## src/rtl/serial_add_sub.sv

```systemverilog
// serial_add_sub: bit-serial two's complement adder/subtractor.
// One full adder is reused over N clock cycles, LSB first. Subtraction is
// done as A + ~B + 1 (borrow-in folded into the initial carry), so cout
// reads 1 for "no borrow" in subtract mode. s/cout/ovf are registered and
// change only when a complete result is ready.
module serial_add_sub #(
    parameter int N = 4
) (
    input  logic         clk,
    input  logic         rst_n,
    input  logic         start,
    input  logic [N-1:0] A,
    input  logic [N-1:0] B,
    input  logic         cin,
    input  logic         sub,
    output logic         busy,
    output logic         done,
    output logic [N-1:0] s,
    output logic         cout,
    output logic         ovf
);

    localparam int CW = (N > 1) ? $clog2(N) : 1;

    typedef enum logic [1:0] {
        IDLE  = 2'd0,
        SHIFT = 2'd1,
        DONE  = 2'd2
    } state_t;

    state_t        state, state_nxt;
    logic [N-1:0]  a_q;
    logic [N-1:0]  b_q;
    logic [N-1:0]  res_q;
    logic [CW-1:0] count;
    logic          carry;

    logic          accept;
    logic          last;
    logic          sum_bit;
    logic          carry_nxt;

    // A new operation may start whenever no shift is in progress.
    assign accept    = start && (state != SHIFT);
    assign last      = (count == CW'(N - 1));
    assign sum_bit   = a_q[count] ^ b_q[count] ^ carry;
    assign carry_nxt = (a_q[count] & b_q[count]) | (carry & (a_q[count] ^ b_q[count]));

    // State register.
    always_ff @(posedge clk or negedge rst_n) begin
        if (!rst_n) begin
            state <= IDLE;
        end else begin
            state <= state_nxt;
        end
    end

    // Next-state logic.
    always_comb begin
        state_nxt = state;
        case (state)
            IDLE:    if (start) state_nxt = SHIFT;
            SHIFT:   if (last)  state_nxt = DONE;
            DONE:    state_nxt = start ? SHIFT : IDLE;
            default: state_nxt = IDLE;
        endcase
    end

    // Status outputs decoded from the state register.
    always_comb begin
        busy = (state == SHIFT);
        done = (state == DONE);
    end

    // Operand capture, serial add step and result publication.
    always_ff @(posedge clk or negedge rst_n) begin
        if (!rst_n) begin
            a_q   <= '0;
            b_q   <= '0;
            res_q <= '0;
            count <= '0;
            carry <= 1'b0;
            s     <= '0;
            cout  <= 1'b0;
            ovf   <= 1'b0;
        end else if (accept) begin
            a_q   <= A;
            b_q   <= B ^ {N{sub}};
            carry <= cin ^ sub;
            count <= '0;
        end else if (state == SHIFT) begin
            // Sum bits enter at the MSB and move down, so after N steps
            // bit 0 of the result sits at res_q[0].
            res_q <= {sum_bit, res_q[N-1:1]};
            carry <= carry_nxt;
            count <= count + 1'b1;
            if (last) begin
                s    <= {sum_bit, res_q[N-1:1]};
                cout <= carry_nxt;
                ovf  <= carry ^ carry_nxt;
            end
        end
    end

endmodule

```

## config.mk

```make
export PLATFORM = sky130hd
export DESIGN_NAME = serial_add_sub
export DESIGN_NICKNAME = d
export VERILOG_FILES = /design/src/rtl/serial_add_sub.sv
export SDC_FILE = /design/constraint.sdc
export NUM_CORES = 1
export LEC_CHECK = 0
export ABC_AREA = 1
export ABC_CLOCK_PERIOD_IN_PS = 3300
export CAP_MARGIN = 30
export CELL_PAD_IN_SITES_DETAIL_PLACEMENT = 1
export CELL_PAD_IN_SITES_GLOBAL_PLACEMENT = 1
export CORE_MARGIN = 2
export CORE_UTILIZATION = 39
export CTS_CLUSTER_DIAMETER = 200
export DETAILED_ROUTE_END_ITERATION = 10
export PLACE_DENSITY_LB_ADDON = 0.1
export SYNTH_ARGS = -nofsm -noshare
export SYNTH_HDL_FRONTEND = slang
export SYNTH_SLANG_ARGS = --single-unit
export TNS_END_PERCENT = 5
```

## constraint.sdc

```tcl
create_clock -name clk -period 3.3 [get_ports clk]
set_input_delay 0.33 -clock clk [delete_from_list [all_inputs] [get_ports clk]]
set_output_delay 0.33 -clock clk [all_outputs]
set_load 0.02 [all_outputs]
```

After elaboration in Yosys (flattened, before gate mapping) --
Cells that the tools add are included.
Word-level totals: register bits 23, word-level logic and storage cells 44
Operators by class: reduce and logical (&&, ||, !) cells 6, bitwise logic cells 9, add/subtract/negate cells 1, muxes and demuxes 12, eq/ne operators 6, order comparisons 1
Operator list (count):
- $mux 2 | 4
- $pmux 2 s3 | 1
- $mux 1 | 5
- $bmux 1 s2 | 2
- $eq 2x2->1 const B | 2
- $ne 2x1->1 const B | 2
- $reduce_and 2->1 | 2
- $xor 1x1->1 | 4
- $xor 4x4->4 | 1
- $lt 2x3->1 const B | 1
- $reduce_and 3->1 | 1
- $add 2x1->2 const B | 1
- $and 1x1->1 | 2
- $eq 2x1->1 const B | 1
- $logic_not 2->1 | 1
- $ne 2x2->1 const B | 1
- $reduce_bool 2->1 | 1
- $logic_and 1x1->1 | 1
- $not 1->1 | 1
- $or 1x1->1 | 1

Depth between registers and ports, before layout --
Gate-level depths: netlist of the first run.
depth in word-level cells 7, depth in mapped cells 8

Worst setup path after synthesis of the first run --
Ideal clock, no wire load.
path type flip-flop to flip-flop, from register count[0], to register ovf, arrival time 1.490 ns, stages on the path, launching flop included 8, setup slack 1.693 ns, clock period less this slack 1.607 ns, data required time 3.184 ns, path through dfrtp_1 -> clkinv_1 -> o211ai_1 -> nand2_1 -> fa_1 -> xor2_1 -> nand2_1 -> nand2_1
On the way: word-level cells in the longest chain between the ends 6, elaborated cells on any way between the ends 11, classes of those cells eq/ne: 1; mux: 4; bitwise: 5; reduce/logical: 1
RTL lines:
- from (decl) | line 35 | logic [CW-1:0] count;
- from (signal assigned) | line 96 | count <= count + 1'b1;
- $bmux 1 s2 | line 47 | assign carry_nxt = (a_q[count] & b_q[count]) | (carry & (a_q[count] ^ b_q[count]));
- $mux 1 (implied by the code) | line 47
- $xor 1x1->1 | line 47
- $and 1x1->1 | line 47
- $or 1x1->1 (*) | line 47
- via carry_nxt | line 41 | logic carry_nxt;
- $xor 1x1->1 (*) | line 100 | ovf <= carry ^ carry_nxt;
- to (signal assigned) | line 100
- to (decl) | line 20 | output logic ovf
The timed path passes the listed nets; every way through them passes the cells marked *. The select of a mux whose other input is x is not followed. A chain may end at the register's enable or synchronous reset.

Worst setup path in the final report of the first run --
from register state[0], to output busy
On the way: word-level cells in the longest chain between the ends 1
RTL lines:
- from (decl) | line 31 | state_t state, state_nxt;
- from (signal assigned) | line 54 | state <= state_nxt;
- $eq 2x1->1 | line 71 | busy = (state == SHIFT);
- to (decl) | line 16 | output logic busy,
Every way passes these cells.

==> results of run 1 <==
==> worst max-delay path: stages, from the launching register on <==
cell and delay (ns):
dfrtp_1 0.45, inv_1 0.10, nor2_4 0.18, clkdlybuf4s50_1 0.64
==> cell type report <==
class / count / area [um^2]
tap: 30 / 37.5
clock buffer: 4 / 36.3
fill: 302 / 1170
timing repair buffer: 21 / 228
sequential: 22 / 551
multi-input combinational: 79 / 398
inverter: 15 / 57.6
==> cell families (layout without fill, tap and decap cells) <==
kind of cell             Yosys count  in the layout  share of synthesized area
buffers and inverters             17             40                     0.0676
XOR/XNOR                           5              5                     0.0430
adder cells (fa/ha/maj)            2              2                     0.0320
flip-flops                        22             22                      0.541
AO/OA/AOI/OAI                     16             16                     0.0898
AND/OR/NAND/NOR                   56             56                      0.226
==> metal layers <==
metal  up-vias  track usage  part of all wire
met5         -            0                 0
met4         0       0.0854             0.017
met3         4       0.0269             0.038
met2        16        0.260              0.47
met1       381        0.229              0.48
li1        411            -                 -
==> path summary, 6_finish.rpt <==
check | to | startpoint | cells past startpoint | slack (ns)
worst max-delay path | busy | state[0] | 3 | 1.30
worst min-delay path | a_q[3] | rst_n | 1 | 0.33
worst max register to register | ovf | count[0] | 7 | 1.47
worst min register to register | b_q[1] | b_q[1] | 2 | 0.50
max in group asynchronous | state[1] | rst_n | 2 | 2.54
min in group clk | b_q[1] | b_q[1] | 2 | 0.50
==> synth_stat cells, drive strengths merged <==
cell type / number / area, um^2
nor2: 2 / 15.0
o21ai: 10 / 50.1
nand3: 2 / 10.0
dfrtp: 22 / 551
o22ai: 1 / 6.26
clkbuf: 1 / 3.75
inv: 13 / 48.8
nand2: 52 / 205
ha: 1 / 12.5
xor2: 5 / 43.8
buf: 1 / 7.51
o211ai: 4 / 30.0
clkinv: 2 / 8.75
a21oi: 1 / 5.00
fa: 1 / 20.0
==> report_power, final <==
part	switching [mW]	internal (mW)	total, mW
combinational	0.339	0.230	0.569
clock	0.0839	0.0672	0.151
sequential	0.0767	0.395	0.472
==> registers in the layout (all words and copies together) (netlist names) <==
register,cells
a_q,4
b_q,4
s,4
res_q,3
count,2
state,2
carry,1
cout,1
ovf,1
==> through the flow <==
stage	total power, mW	cells	hold slack (ns)
final	1.19	171	0.328
after global routing	1.31	171	0.329
after CTS	1.20	171	0.340
after detailed placement	1.05	167	0.468
after global placement	1.02	166	0.463
after floorplan	0.846	118	0.0344
==> metrics.yaml, run 1 <==
ys_seq_area_frac: 0.541
cts_resized: 0
arrival_ns: 1.67
place.gp.congestion: 0.735
drtIter0Drc: 10
n_antenna_cell: 0
clock_sinks: 22
grt_overflow: 0
core.rowCount: 18
timing.setup.tns_ns: 0
grt_pass1_vias: 808
die_w_um: 55.1
outcome: "completed"
post-cts-setup-buffers: 0
final.min_clock_period_ns: 2.00
io_buffers: 20
synth_area_per_cell_um2: 8.62
p_leak_nw: 0.665
viasPerCell: 4.75
die_area_mm2: 0.00303
final_cell_mix: "nand2_1 (50), dfrtp_1 (22), clkdlybuf4s50_1 (20)"
cts_inserted_buffers: 3
clk_pin_slew_ns: 0.13
crit_required_ns: 2.97
drc: 0
synth_cell_types: 19
final_nets: 157
powerDensity_mw_per_mm2: 912
endpoint_kind: "primary output"
drt_pass1_iterations: 3
cts_tree: "done"
chipHeight_um: 55.1
synth_area_mm2: 0.00102
max_slew_margin: 0.476
rsz0062_at_grt: "false"
fin_area_mm2: 0.00131
ir_drop_mv: 0.415
place_area_mm2: 0.00127
critPathLaunchType: "flip-flop"
syn_to_final_growth_pct: 28.5
yosys_warnings: 0
cts_root_buffer: "clkbuf_4"
hp-class: "input port to asynchronous set/reset pin"
holdBufCountCts: 0
synth-seq-cells: 22
coreArea_mm2: 0.00248
wirelength_um: 2160
drtAntennaViolNets: 0
slew_viol_final: 0
utilization: 0.528
finalSetupViolations: 0
grtUsageTotal: 0.169
grt_max_degree: 17
tightest_slew_ns: 0.786
clock_path_buffers: 2
cap_violations: 0
syn_inst: 118
grt_pass1_wl_um: 3590
hold_viol_final: 0
synth_nets: 133
initial_utilization: 0.411
grt_antenna_before_repair: 0
layout-drive-gt1-share: 0.0638
h-tree-depth: 1
dr_total_vias: 812
final_common_cell: "nand2_1"
wl_per_cell_um: 12.6
pre_cts_ws_ns: 1.42
max_freq_mhz: 500
setup_ws_ns: 1.30
clock_latency_ns: 0.30
ios: 21
finalClockSkew_ns: 0.00246
fin_crit_sh: 0.606
critPathKind: "flip-flop to primary output"
dp_hpwl_um: 1660
path_max_fanout: 5
(Power assumes the default switching activity.)
==> run 2, diff against run 1 <==
ABC_CLOCK_PERIOD_IN_PS = 2100   (was 3300)
CORE_UTILIZATION = 36   (was 39)
clock period = 2.1 ns   (was 3.3 ns; I/O delays follow)
==> metrics.yaml, run 2 (synthesis gave the netlist of run 1 again) <==
final.min_clock_period_ns: 1.84
initial_utilization: 0.375  # -0.0353
reg_top3: "a_q: 4 flops, b_q: 4 flops, s: 4 flops"
crit_required_ns: 1.89  # -1.08 ns
drt_pass1_iterations: 4  # +1
critPathLaunchType: "flip-flop"
max_stage_delay_ns: 0.63  # about the same
wirelength_um: 2100  # -2.7%
dp_hpwl_um: 1660  # +0.44%
viasPerCell: 4.74  # -0.27%
regArea_um2: 551  # unchanged
fin_crit_sh: 0.874
cts_tree: "done"
layout-drive-gt1-share: 0.0769  # +0.0131
crit_buf_inv: 2  # unchanged
arrival_ns: 1.63  # -0.04 ns
grt_pass1_vias: 834  # +3.2%
cp_slowest_cell: "clkdlybuf4s50_1"
p_leak_nw: 0.667  # +0.37%
path_cells: "inv_1 > nor2_4 > clkdlybuf4s50_1"
ir_drop_mv: 0.738  # +78%
hp-class: "input port to asynchronous set/reset pin"
coreArea_mm2: 0.00271  # +9.4%
h-tree-depth: 1  # unchanged
ios: 21  # unchanged
grt_overflow: 0  # unchanged
critPathKind: "flip-flop to primary output"
multiInputGateArea_um2: 398  # unchanged
stdcell_count: 174  # +1.8%
grt_pass1_wl_um: 3550  # -0.98%
drtAntennaViolNets: 0  # unchanged
cts_root_buffer: "clkbuf_4"
fill_cells: 339  # +12%
syn_to_final_growth_pct: 28.2
max_slew_margin: 0.810  # +0.334
finalSetupViolations: 0  # unchanged
core.rowCount: 19  # +1
chipHeight_um: 57.2  # +3.8%
timing.setup.tns_ns: 0  # unchanged
path_max_fanout: 5  # unchanged
power_mw: 1.86  # +56%
post-cts-setup-buffers: 0  # unchanged
cap_violations: 0  # unchanged
fin_area_mm2: 0.00130  # -0.29%
grt_max_degree: 23  # +6
final_cell_mix: "nand2_1 (50), dfrtp_1 (22), clkdlybuf4s50_1 (20)"
slew_viol_final: 0  # unchanged
drc: 0  # unchanged
clk_pin_slew_ns: 0.12  # about the same
endpoint_kind: "primary output"
cts_resized: 0  # unchanged
cts_inserted_buffers: 3  # unchanged
dr_total_vias: 824  # +1.5%
dp_cells: 170  # +1.8%
clock_path_buffers: 2  # unchanged
n_antenna_cell: 0  # unchanged
clock_latency_ns: 0.30  # about the same
tightest_slew_ns: 0.286  # -0.500 ns
grtUsageTotal: 0.140  # -0.0292
grt_antenna_before_repair: 0  # unchanged
powerDensity_mw_per_mm2: 1430  # +57%
die_area_mm2: 0.00327  # +7.7%
drtIter0Drc: 16  # +6
rsz0062_at_grt: "false"
die_w_um: 57.2  # +3.8%
place.gp.congestion: 0.844  # +15%
io_buffers: 20  # unchanged
place_area_mm2: 0.00127  # -0.29%
wl_per_cell_um: 12.0  # -4.4%
finalClockSkew_ns: 0.00558  # +0.00312 ns
max_freq_mhz: 545
final_nets: 159  # +1.3%
hold_viol_final: 0  # unchanged
clock_sinks: 22  # unchanged
cp_top_family: "buffers and inverters"
outcome: "completed"
holdBufCountCts: 0  # unchanged
final_common_cell: "nand2_1"
## run 2: cell types whose count changed in the layout (fill, tap and decap cells not counted), sizes merged
cell  before  now
buf        1    3
## run 2: worst paths after layout
path | to | cells past startpoint | slack, ns | from
max | busy | 3 | 0.26 | state[0]
min | a_q[2] | 2 | 0.24 | rst_n
max reg2reg | ovf | 7 | 0.31 | count[0]
min reg2reg | b_q[2] | 2 | 0.50 | b_q[2]
max in group asynchronous | carry | 2 | 1.63 | rst_n
min in group clk | a_q[3] | 3 | 0.43 | A[3]
## run 2: worst reg2reg max path, delay by kind of cell, from the launching register on
kind                     cells  cell delay [ns]
AND/OR/NAND/NOR              3             0.21
AO/OA/AOI/OAI                1             0.26
adder cells (fa/ha/maj)      1             0.45
buffers and inverters        1             0.22
flip-flops                   1             0.38
XOR/XNOR                     1             0.18
## run 2: power by group
group / internal [mW] / switching, mW / total, mW
logic: 0.374 / 0.519 / 0.893
clock network: 0.106 / 0.124 / 0.230
registers: 0.621 / 0.119 / 0.740
## run 2: routing by layer
layer,track usage,share of wire
met1,0.187,0.48
met2,0.225,0.47
met3,0.0227,0.040
met4,0.0598,0.0095
met5,0,0
## run 2: final cells by class
cell class | count | area share
tap | 31 | 0.0298
timing repair buffer | 23 | 0.171
sequential | 22 | 0.422
multi-input combinational | 79 | 0.305
clock buffer | 4 | 0.0278
inverter | 15 | 0.0441
## run 2: metrics by stage
step | util | setup WS [ns] | hold slack (ns)
2_1_floorplan | - | 0.493 | -0.0856
3_3_place_gp | 0.468 | 0.427 | 0.466
3_5_place_dp | 0.468 | 0.331 | 0.467
4_1_cts | 0.481 | 0.241 | 0.248
5_1_grt | 0.481 | 0.149 | 0.258
6_report | 0.481 | 0.264 | 0.238
==> run 3, diff against run 2 <==
CTS_CLUSTER_SIZE = 40   (was unset)
PLACE_DENSITY = 0.86   (was unset)
PLACE_DENSITY_LB_ADDON = unset   (was 0.1)
SLEW_MARGIN = 15   (was unset)
==> metrics.yaml, run 3 (synthesis gave the netlist of run 1 again) <==
holdBufCountCts: 0  # unchanged
p_leak_nw: 0.662  # -0.77%
path_max_fanout: 5  # unchanged
syn_to_final_growth_pct: 27.4
cts_root_buffer: "clkbuf_4"
p_sw_frac: 0.415  # +0.00556
wl_per_cell_um: 12.3  # +2.2%
arrival_ns: 1.64  # about the same
critPathKind: "flip-flop to primary output"
initial_utilization: 0.375  # unchanged
h-tree-depth: 1  # unchanged
fin_area_mm2: 0.00130  # -0.58%
seqPwrFrac: 0.399  # +0.002
cap_violations: 0  # unchanged
powerDensity_mw_per_mm2: 1440  # +0.94%
drtAntennaViolNets: 0  # unchanged
grtUsageTotal: 0.154  # +0.0141
cts_tree: "done"
timing.setup.tns_ns: 0  # unchanged
grt_pass1_vias: 865  # +3.7%
grtUsageMet3: 0.0363  # +0.0136
hp-class: "input port to asynchronous set/reset pin"
grt_pass1_wl_um: 3820  # +7.4%
coreArea_mm2: 0.00271  # unchanged
critPathLaunchType: "flip-flop"
post-cts-setup-buffers: 0  # unchanged
reg_top3: "a_q: 4 flops, b_q: 4 flops, s: 4 flops"
tightest_slew_ns: 0.292  # +0.00661 ns
dr_total_vias: 837  # +1.6%
power_mw: 1.87  # +0.36%
die_area_mm2: 0.00327  # unchanged
whs_ns: 0.223  # -0.0150 ns
place_area_mm2: 0.00126  # -0.59%
io_buffers: 20  # unchanged
fin_crit_sh: 0.882  # +0.00782
wirelength_um: 2130  # +1.6%
grt_antenna_before_repair: 0  # unchanged
core.rowCount: 19  # unchanged
grt_max_degree: 23  # unchanged
outcome: "completed"
cts_resized: 0  # unchanged
setup_ws_ns: 0.247  # -0.0164 ns
grtUsageMet1: 0.170  # -0.0165
max_slew_margin: 0.805  # -0.00501
ios: 21  # unchanged
combPwrFrac: 0.473  # -0.007
drc: 0  # unchanged
clock_latency_ns: 0.32  # +0.02 ns
ir_drop_mv: 0.772  # +4.6%
cts_inserted_buffers: 3  # unchanged
globalRouteMet2Util: 0.278  # +0.0525
finalSetupViolations: 0  # unchanged
viasPerCell: 4.84  # +2.2%
dp_cells: 169  # -0.59%
hold_viol_final: 0  # unchanged
final_cell_mix: "nand2_1 (50), dfrtp_1 (22), clkdlybuf4s50_1 (20)"
clk_pin_slew_ns: 0.13  # about the same
drt_pass1_iterations: 4  # unchanged
rsz0062_at_grt: "false"
n_antenna_cell: 0  # unchanged
dp_hpwl_um: 1660  # -0.25%
max_freq_mhz: 540  # -0.89%
r2r_setup_slack_ns: 0.33  # +0.02 ns
die_w_um: 57.2  # unchanged
clock_sinks: 22  # unchanged
chipHeight_um: 57.2  # unchanged
crit_required_ns: 1.89  # about the same
p_int_mw: 1.09  # -0.59%
p_switching_mw: 0.775  # +1.7%
grt_overflow: 0  # unchanged
drtIter0Drc: 9  # -7
layout-drive-gt1-share: 0.0704  # -0.00650
final_common_cell: "nand2_1"
place.gp.congestion: 0.744  # -12%
clock_path_buffers: 2  # unchanged
finalClockSkew_ns: 0.00801  # +0.00243 ns
final.min_clock_period_ns: 1.85  # +0.0164 ns
pwr-share-clk: 0.128  # +0.005
utilization: 0.478  # -0.00277
grt_busiest_layer: "met2"
endpoint_kind: "primary output"
final_nets: 158  # -0.63%
pre_cts_ws_ns: 0.349  # +0.0179 ns
stdcell_count: 173  # -0.57%
slew_viol_final: 0  # unchanged
## run 3: cell count changes in the layout (fill, tap and decap cells not counted)
cell   previous run  this run
buf_4             3         2
## run 3: area by class of cell
cell class / instances / area [um^2]
Fill cell: 334 / 1410
Sequential cell: 22 / 551
Tap cell: 31 / 38.8
Inverter: 15 / 57.6
Multi-Input combinational cell: 79 / 398
Clock buffer: 4 / 36.3
Timing Repair Buffer: 22 / 215
## run 3: final timing paths
kind / start / endpoint / cells after the start
hold / removal: rst_n / s[2] / 2
min in group clk: A[1] / a_q[1] / 3
setup reg to reg: count[0] / ovf / 7
max in group asynchronous: rst_n / res_q[1] / 2
setup / recovery: state[0] / busy / 3
hold reg to reg: cout / cout / 2
## run 3: critical path, cell delays in order (launching register included)
cell and delay (ns):
dfrtp_1 0.44, inv_1 0.09, nor2_4 0.17, clkdlybuf4s50_1 0.63
## run 3: power by group through the flow
stage | sequential [mW] | clock, mW | combinational, mW
after floorplan | 0.788 | 0 | 0.542
after global routing | 0.775 | 0.264 | 1.02
final | 0.746 | 0.239 | 0.885
after global placement | 0.744 | 0 | 0.858
after detailed placement | 0.760 | 0 | 0.906
after CTS | 0.750 | 0.247 | 0.910
## run 3: metal layers
| metal | share of wire | vias to the layer above |
|---|---|---|
| met4 | 0.019 | 0 |
| met3 | 0.045 | 5 |
| met5 | 0 | - |
| met2 | 0.54 | 18 |
| met1 | 0.40 | 404 |
| li1 | - | 410 |
